**config.mk**
```make
export PLATFORM = sky130hd
export DESIGN_NAME = servo_pwm_multi
export DESIGN_NICKNAME = d
export VERILOG_FILES = /design/src/rtl/servo_pwm_pkg.sv /design/src/rtl/servo_pwm_ch.sv /design/src/rtl/servo_pwm_multi.sv
export SDC_FILE = /design/constraint.sdc
export NUM_CORES = 1
export LEC_CHECK = 0
export ABC_AREA = 1
export BUFFER_PORTS_ARGS = -buffer_cell sky130_fd_sc_hd__buf_2
export CAP_MARGIN = 10
export CORE_MARGIN = 1.5
export CORE_UTILIZATION = 50
export DETAILED_ROUTE_END_ITERATION = 7
export GPL_TIMING_DRIVEN = 0
export PLACE_DENSITY_LB_ADDON = 0.12
export SLEW_MARGIN = 20
export SYNTH_ARGS = -nofsm -noshare
export SYNTH_HDL_FRONTEND = slang
export SYNTH_SLANG_ARGS = --single-unit
```
**constraint.sdc**
```tcl
create_clock -name clk -period 3.59 [get_ports clk]
set_input_delay 0.359 -clock clk [delete_from_list [all_inputs] [get_ports clk]]
set_output_delay 0.359 -clock clk [all_outputs]
set_load 0.01 [all_outputs]
```
**src/rtl/servo_pwm_pkg.sv**
```systemverilog
// Shared defaults, width type and clamp helper for the servo_pwm_multi block.
// SERVO_PWM_SLEW_EN (optional) limits how far a channel width moves per frame.
package servo_pwm_pkg;

    localparam int unsigned CNT_W_DEF      = 21;
    localparam int unsigned PERIOD_CYC_DEF = 1_000_000;
    localparam int unsigned MIN_CYC_DEF    = 50_000;
    localparam int unsigned MAX_CYC_DEF    = 250_000;
    localparam int unsigned RST_CYC_DEF    = 150_000;
    localparam int unsigned SLEW_STEP_DEF  = 2_000;

    typedef logic [CNT_W_DEF-1:0] width_t;

    // Saturate a requested width into the safe [lo, hi] servo range.
    function automatic int unsigned clamp_width(input int unsigned w,
                                                input int unsigned lo,
                                                input int unsigned hi);
        if (w < lo) return lo;
        if (w > hi) return hi;
        return w;
    endfunction

endpackage

```
**src/rtl/servo_pwm_ch.sv**
```systemverilog
// One servo channel: clamped target, frame-synchronous active width and output compare.
// SERVO_PWM_SLEW_EN bounds the per-frame change of the active width.
module servo_pwm_ch
    import servo_pwm_pkg::*;
#(
    parameter int unsigned CNT_W   = CNT_W_DEF,
    parameter int unsigned MIN_CYC = MIN_CYC_DEF,
    parameter int unsigned MAX_CYC = MAX_CYC_DEF,
    parameter int unsigned RST_CYC = RST_CYC_DEF
`ifdef SERVO_PWM_SLEW_EN
    ,
    parameter int unsigned SLEW_STEP = SLEW_STEP_DEF
`endif
) (
    input  logic             clk,
    input  logic             rst,
    input  logic             wr_hit,
    input  logic [CNT_W-1:0] wr_width,
    input  logic [CNT_W-1:0] cnt,
    input  logic             boundary,
    input  logic             en,
    output logic             servo
);

    logic [CNT_W-1:0] target_q, target_d;
    logic [CNT_W-1:0] active_q, active_d;
    logic [CNT_W-1:0] next_target;
    logic             servo_q, servo_d;

    // A write landing on the boundary edge must reach the new frame directly.
    always_comb begin
        next_target = target_q;
        if (wr_hit) begin
            next_target = CNT_W'(clamp_width(32'(wr_width), MIN_CYC, MAX_CYC));
        end
        target_d = next_target;
        active_d = active_q;
        if (boundary) begin
`ifdef SERVO_PWM_SLEW_EN
            if (next_target > active_q) begin
                active_d = ((next_target - active_q) <= CNT_W'(SLEW_STEP))
                         ? next_target : active_q + CNT_W'(SLEW_STEP);
            end else begin
                active_d = ((active_q - next_target) <= CNT_W'(SLEW_STEP))
                         ? next_target : active_q - CNT_W'(SLEW_STEP);
            end
`else
            active_d = next_target;
`endif
        end
        servo_d = en & (cnt < active_q);
    end

    always_ff @(posedge clk) begin
        if (rst) begin
            target_q <= CNT_W'(RST_CYC);
            active_q <= CNT_W'(RST_CYC);
            servo_q  <= 1'b0;
        end else begin
            target_q <= target_d;
            active_q <= active_d;
            servo_q  <= servo_d;
        end
    end

    assign servo = servo_q;

endmodule

```
**src/rtl/servo_pwm_multi.sv**
```systemverilog
// N-channel hobby-servo PWM generator with a shared frame counter and CSR write port.
// Define SERVO_PWM_SLEW_EN to rate-limit width changes per frame.
module servo_pwm_multi
    import servo_pwm_pkg::*;
#(
    parameter int unsigned N_CH       = 4,
    parameter int unsigned CNT_W      = CNT_W_DEF,
    parameter int unsigned PERIOD_CYC = PERIOD_CYC_DEF,
    parameter int unsigned MIN_CYC    = MIN_CYC_DEF,
    parameter int unsigned MAX_CYC    = MAX_CYC_DEF,
    parameter int unsigned RST_CYC    = RST_CYC_DEF,
    parameter int unsigned SLEW_STEP  = SLEW_STEP_DEF,
    parameter int unsigned CH_W       = (N_CH > 1) ? $clog2(N_CH) : 1
) (
    input  logic             clk,
    input  logic             rst,
    input  logic             wr_en,
    input  logic [CH_W-1:0]  wr_ch,
    input  logic [CNT_W-1:0] wr_width,
    input  logic [N_CH-1:0]  ch_en,
    output logic [N_CH-1:0]  servo,
    output logic             frame_start
);

    localparam int unsigned CH_W_MIN = (N_CH > 1) ? $clog2(N_CH) : 1;

    // The clamp helper works on 32-bit values, hence the CNT_W ceiling.
    if (N_CH < 1 || N_CH > 16 || CH_W < CH_W_MIN || CNT_W > 32 ||
        MIN_CYC > RST_CYC || RST_CYC > MAX_CYC || MAX_CYC >= PERIOD_CYC ||
        64'(PERIOD_CYC) >= (64'd1 << CNT_W) || SLEW_STEP == 0) begin : g_bad_cfg
        $error("servo_pwm_multi: invalid parameter set");
    end

    logic [CNT_W-1:0] cnt_q, cnt_d;
    logic             frame_start_q, frame_start_d;
    logic             boundary_c;

    always_comb begin
        boundary_c    = (cnt_q == CNT_W'(PERIOD_CYC - 1));
        cnt_d         = boundary_c ? '0 : cnt_q + CNT_W'(1);
        frame_start_d = (cnt_q == '0);
    end

    always_ff @(posedge clk) begin
        if (rst) begin
            cnt_q         <= '0;
            frame_start_q <= 1'b0;
        end else begin
            cnt_q         <= cnt_d;
            frame_start_q <= frame_start_d;
        end
    end

    assign frame_start = frame_start_q;

    // Out-of-range channel indices match no instance and are dropped.
    for (genvar i = 0; i < N_CH; i++) begin : g_ch
        logic wr_hit_c;
        assign wr_hit_c = wr_en && (wr_ch == CH_W'(i));

        servo_pwm_ch #(
            .CNT_W    (CNT_W),
            .MIN_CYC  (MIN_CYC),
            .MAX_CYC  (MAX_CYC),
            .RST_CYC  (RST_CYC)
`ifdef SERVO_PWM_SLEW_EN
            ,
            .SLEW_STEP(SLEW_STEP)
`endif
        ) u_ch (
            .clk     (clk),
            .rst     (rst),
            .wr_hit  (wr_hit_c),
            .wr_width(wr_width),
            .cnt     (cnt_q),
            .boundary(boundary_c),
            .en      (ch_en[i]),
            .servo   (servo[i])
        );
    end

endmodule

```
### Word-level counts from Yosys, hierarchy flattened

Index checks and enable logic that the tools add are counted.

| word-level totals | value |
|---|---|
| bits in registers | 194 |
| input bits | 30 |
| output and inout port bits | 5 |
| logic and storage cells | 64 |

| operators by class | value |
|---|---|
| add/subtract/negate cells | 1 |
| order comparisons | 6 |
| equality and inequality tests | 4 |
| muxes and demuxes | 28 |
| bitwise logic cells | 4 |
| reduce and logical (&&, ||, !) cells | 7 |

Operator list:

| operator | number |
|---|---|
| $mux 21 | 12 |
| $lt 21x21->1 | 4 |
| $add 21x1->21 const B | 1 |
| $eq 21x20->1 const B | 1 |
| $gt 21x18->1 const B | 1 |
| $logic_not 21->1 | 1 |
| $lt 21x16->1 const B | 1 |
| $mux 18 | 1 |
| $mux 16 | 1 |
| $mux 1 | 14 |
| $and 1x1->1 | 4 |
| $eq 2x2->1 const B | 2 |
| $logic_and 1x1->1 | 4 |
| $eq 2x1->1 const B | 1 |
| $logic_not 2->1 | 1 |
| $reduce_or 2->1 | 1 |

### Longest topological paths before layout

| depth | value |
|---|---|
| word-level depth | 8 |
| gate-level depth with buffers | 13 |
| mapped depth without buffers | 13 |

### Cells and area by module

From an unflattened synthesis, not the netlist that was laid out.

| second synthesis, totals | value |
|---|---|
| cell total of the unflattened synthesis | 1509 |
| area total of the unflattened synthesis | 10588.9 um2 |

Modules (own cells, without submodules):

| module | times used | cells an instance | area an instance (um2) | seq. area each (um2) |
|---|---|---|---|---|
| servo_pwm_ch | 4 | 333 | 2328.5 | 860.8 |
| servo_pwm_multi | 1 | 177 | 1275.0 | 440.4 |

### Least setup slack after synthesis

Ideal clock, no wire load.

| path | value |
|---|---|
| path kind | reg2reg |
| start | reg cnt_q[1] |
| end | reg g_ch[0].u_ch.active_q[18] |
| setup time | 0.115 ns |
| arrival | 1.564 ns |
| data required time | 3.475 ns |
| setup slack | 1.911 ns |
| stages on the path, launching flop included | 12 |
| buffers on the path | 1 |
| clock period less this slack | 1.679 ns |
| path through | dfxtp_1 -> ha_1 -> nand2_1 -> nor2_1 -> nand2_1 -> nor2_2 -> nand2_2 -> nand2_2 -> buf_2 -> o21ai_0 -> o21ai_0 -> inv_1 |

| between the ends | value |
|---|---|
| longest elaborated chain between the ends | 1 |

Ends and longest elaborated chain:

| element | RTL line | text |
|---|---|---|
| start, declared | servo_pwm_multi.sv:34 | `logic [CNT_W-1:0] cnt_q, cnt_d;` |
| start signal, assigned | servo_pwm_multi.sv:49 | `cnt_q <= cnt_d;` |
| $eq 21x20->1 | servo_pwm_multi.sv:39 | `boundary_c = (cnt_q == CNT_W'(PERIOD_CYC - 1));` |
| end signal, assigned | servo_pwm_ch.sv:57 | `active_q <= CNT_W'(RST_CYC);` |
| end signal, assigned | servo_pwm_ch.sv:61 | `active_q <= active_d;` |
| end, declared | servo_pwm_ch.sv:26 | `logic [CNT_W-1:0] active_q, active_d;` |

Every way passes these cells.
A chain may end at the register's enable or synchronous reset.

### Final worst setup path

| path | value |
|---|---|
| start | reg cnt_q[1] |
| end | reg g_ch[1].u_ch.active_q[18] |

| between the ends | value |
|---|---|
| longest elaborated chain between the ends | 1 |

Ends and longest elaborated chain:

| element | RTL line |
|---|---|
| $eq 21x20->1 | servo_pwm_multi.sv:39 |
| end signal, assigned | servo_pwm_ch.sv:57 |
| end signal, assigned | servo_pwm_ch.sv:61 |
| end, declared | servo_pwm_ch.sv:26 |

Every way passes these cells.

==> impl_metrics.toml <==
[outcome]
outcome = "finished clean"

[cts]
cts_hold_buf = 0
cts.sink_count = 194
cts_htree_levels = 4
cts_max_path_buffers = 2
post-cts-setup-buffers = 0
cts_tree = "done"
tritoncts.num_buffers = 17
path_clk_slew_ns = 0.07
postCtsResizedCells = 0
clock_tree.root_cell = "sky130_fd_sc_hd__clkbuf_16"
clock_insertion_delay_worst_skew_ns = 0.45

[drt]
average_routed_wire_per_standard_cell_um = 16.2
detail-route-antenna-nets = 0
router_iterations_before_antenna_repair = 5
detail_route.wirelength_mm = 25.5
drc = 0
vias = 8007
drt-initial-drc-count = 424
via_per_inst = 5.09

[placed_design]
pre_cts_ws_ns = 1.22
place_congestion = 0.860
place_inst = 1543
hpwlAfterDp_mm = 19.2
buffer_ports.inserted = 33

[final_layout]
layout.nets = 1440
area_of_combinational_cells_with_multiple_inputs_sq_mm = 0.00455
antenna-diode-count = 0
layout-drive-gt1-share_pct = 9.55
syn2layout_area_growth_pct = 11.1
fillCellCount = 1808
fin_util_pct = 56.5
area.sequential_sq_mm = 0.00388
fin_cells = 1574

[worst_setup_path]
cp_data_arrival_time_ns = 2.79
critPathCaptureType = "flip-flop"
criticalPathCategory = "flip-flop to flip-flop"
category_of_the_worst_setup_path_launch_point = "flip-flop"
timing.critical_path.required_ns = 3.97
critPathMaxFanout = 10

[logic_synthesis]
synth.yosys.warnings = 0
synth_enable_flop_cells = 0
syn-instance-count = 1276
syn-num-nets = 1388
synth_async_sr_flop_share_pct = 0
yosys_most_used_dff = "sky130_fd_sc_hd__dfxtp_1"
yosys-top-cells-count = "333 x sky130_fd_sc_hd__nand2_1, 201 x sky130_fd_sc_hd__inv_1, 194 x sky130_fd_sc_hd__dfxtp_1"
netlist.top_cell.by_area = "sky130_fd_sc_hd__dfxtp_1"
avgSynthCellArea_sq_um = 7.43
synthMostInstantiatedCell = "sky130_fd_sc_hd__nand2_1"
post_synth_instance_area_sq_mm = 0.00948
synth.yosys.seq_area_share_pct = 41.0
synth.ff_latch_count = 194
synth_top_area_share_pct = 41.0
synthTopCellsByArea = "sky130_fd_sc_hd__dfxtp_1 41%, sky130_fd_sc_hd__nand2_1 13%, sky130_fd_sc_hd__ha_1 11%"
synthDistinctLibCells = 39

[power_and_ir_drop]
power-per-cell-area_mw_per_mm2 = 424
leakage_power_nw = 5.58
total_power_mw = 4.46
ir_drop_v = 0.000319

[floorplanning]
fp.dieArea_sq_mm = 0.0198
initial_util_pct = 50.9
fp.coreArea_sq_mm = 0.0186
dieHeight_um = 141
std_cell_rows = 50
design.portCount = 35
floorplan.die.width_um = 141

[sta]
final-setup-viol-count = 0
finalCritPeriodShare_pct = 66.9
report.final.hold_viol_count = 0
timing.final.max_slew_violations = 0
worst_slew_margin_rel_pct = 50.2
fin_setup_tns_ns = 0
final.setup_skew_ns = 0.0143
grt_setup_unrepaired = "no"
achievable-frequency_mhz = 416
timing.final.ws_setup_ns = 1.19
finalCriticalPeriod_ns = 2.40
worst_slew_pin_slew_ns = 0.747

[global_route]
pin_count_of_the_biggest_net_entering_global_routing = 18
grt.overflow.total = 0
first_global_vias = 7645
global_route.usage.total_pct = 26.8
grt_pass1_wl_mm = 40.5
antenna_violations_before_repair = 1

[run]
timing.max_cap.violations = 0

[hold_path]
timing.hold.worst.class = "input port to flip-flop"
-- state kept, by name, indices dropped and copies added (netlist names) --
name	cells
g_ch.u_ch.servo	4
g_ch.u_ch.active_q	84
g_ch.u_ch.target_q	84
frame_start	1
cnt_q	21
-- final timing paths --
check	start	endpoint	slack (ns)	depth (start not counted)
worst max-delay path	cnt_q[1]	g_ch[1].u_ch.active_q[18]	1.19	10
worst max register to register	cnt_q[1]	g_ch[1].u_ch.active_q[18]	1.19	10
worst min-delay path	ch_en[0]	g_ch[0].u_ch.servo	0.16	3
worst min register to register	g_ch[1].u_ch.target_q[19]	g_ch[1].u_ch.target_q[19]	0.44	2
-- where the power goes --
| part | switching [mW] | internal, mW | total [mW] |
|---|---|---|---|
| clock | 0.896 | 1.06 | 1.96 |
| sequential | 0.0216 | 2.20 | 2.22 |
| combinational | 0.192 | 0.0953 | 0.287 |
| total | 1.11 | 3.35 | 4.46 |
-- through the flow --
stage / hold WS [ns] / area, sq um
global route: 0.165 / 10500
finish: 0.161 / 10500
detailed placement: 0.434 / 9940
global placement: 0.429 / 9940
CTS: 0.163 / 10500
floorplan: 0.420 / 9480
-- cell usage in the layout, fill, tap and decap left out, types with 16 or more instances in the layout --
cell type / n
sky130_fd_sc_hd__a21boi_0: 18
sky130_fd_sc_hd__a21boi_1: 18
sky130_fd_sc_hd__a21oi_1: 80
sky130_fd_sc_hd__buf_2: 55
sky130_fd_sc_hd__clkbuf_16: 17
sky130_fd_sc_hd__dfxtp_1: 194
sky130_fd_sc_hd__ha_1: 82
sky130_fd_sc_hd__inv_1: 201
sky130_fd_sc_hd__nand2_1: 333
sky130_fd_sc_hd__nand3_1: 37
sky130_fd_sc_hd__nand4_1: 19
sky130_fd_sc_hd__nor2_1: 96
sky130_fd_sc_hd__nor3_1: 16
sky130_fd_sc_hd__o21a_1: 21
sky130_fd_sc_hd__o21ai_0: 57
-- worst max-delay path: stages, from the launching register on --
cell                      delay [ns]
sky130_fd_sc_hd__dfxtp_1        0.60
sky130_fd_sc_hd__ha_1           0.30
sky130_fd_sc_hd__nand2_1        0.09
sky130_fd_sc_hd__nor2_1         0.11
sky130_fd_sc_hd__nand2_1        0.08
sky130_fd_sc_hd__nor2_2         0.20
sky130_fd_sc_hd__nand2_2        0.17
sky130_fd_sc_hd__inv_1          0.32
sky130_fd_sc_hd__buf_2          0.30
sky130_fd_sc_hd__o21ai_0        0.12
sky130_fd_sc_hd__inv_1          0.06
-- layout make-up --
type / instances / share of cell area (%)
Tap cell: 234 / 2.78
Inverter: 206 / 7.34
Clock buffer: 19 / 4.21
Buffer: 48 / 2.61
Sequential cell: 194 / 36.9
Clock inverter: 12 / 1.40
Multi-Input combinational cell: 828 / 43.2
Timing Repair Buffer: 33 / 1.57
-- logic make-up (layout without fill, tap and decap cells) --
logic type | after synthesis | after routing | share of synthesized area (%)
adder cells (fa/ha/maj) | 82 | 82 | 10.8
AND/OR/NAND/NOR | 529 | 529 | 23.6
buffers and inverters | 254 | 318 | 11.1
XOR/XNOR | 5 | 5 | 0.462
AO/OA/AOI/OAI | 212 | 212 | 13.1
flip-flops | 194 | 194 | 41.0
-- routing by layer --
layer | global-route usage [%] | up-vias | share of wire [%]
met3 | 4.59 | 47 | 5.0
met4 | 11.5 | 2 | 3.1
met1 | 35.4 | 3652 | 47
li1 | - | 4140 | -
met5 | 0 | - | 0.051
met2 | 43.4 | 166 | 44
(Power assumes the default switching activity.)
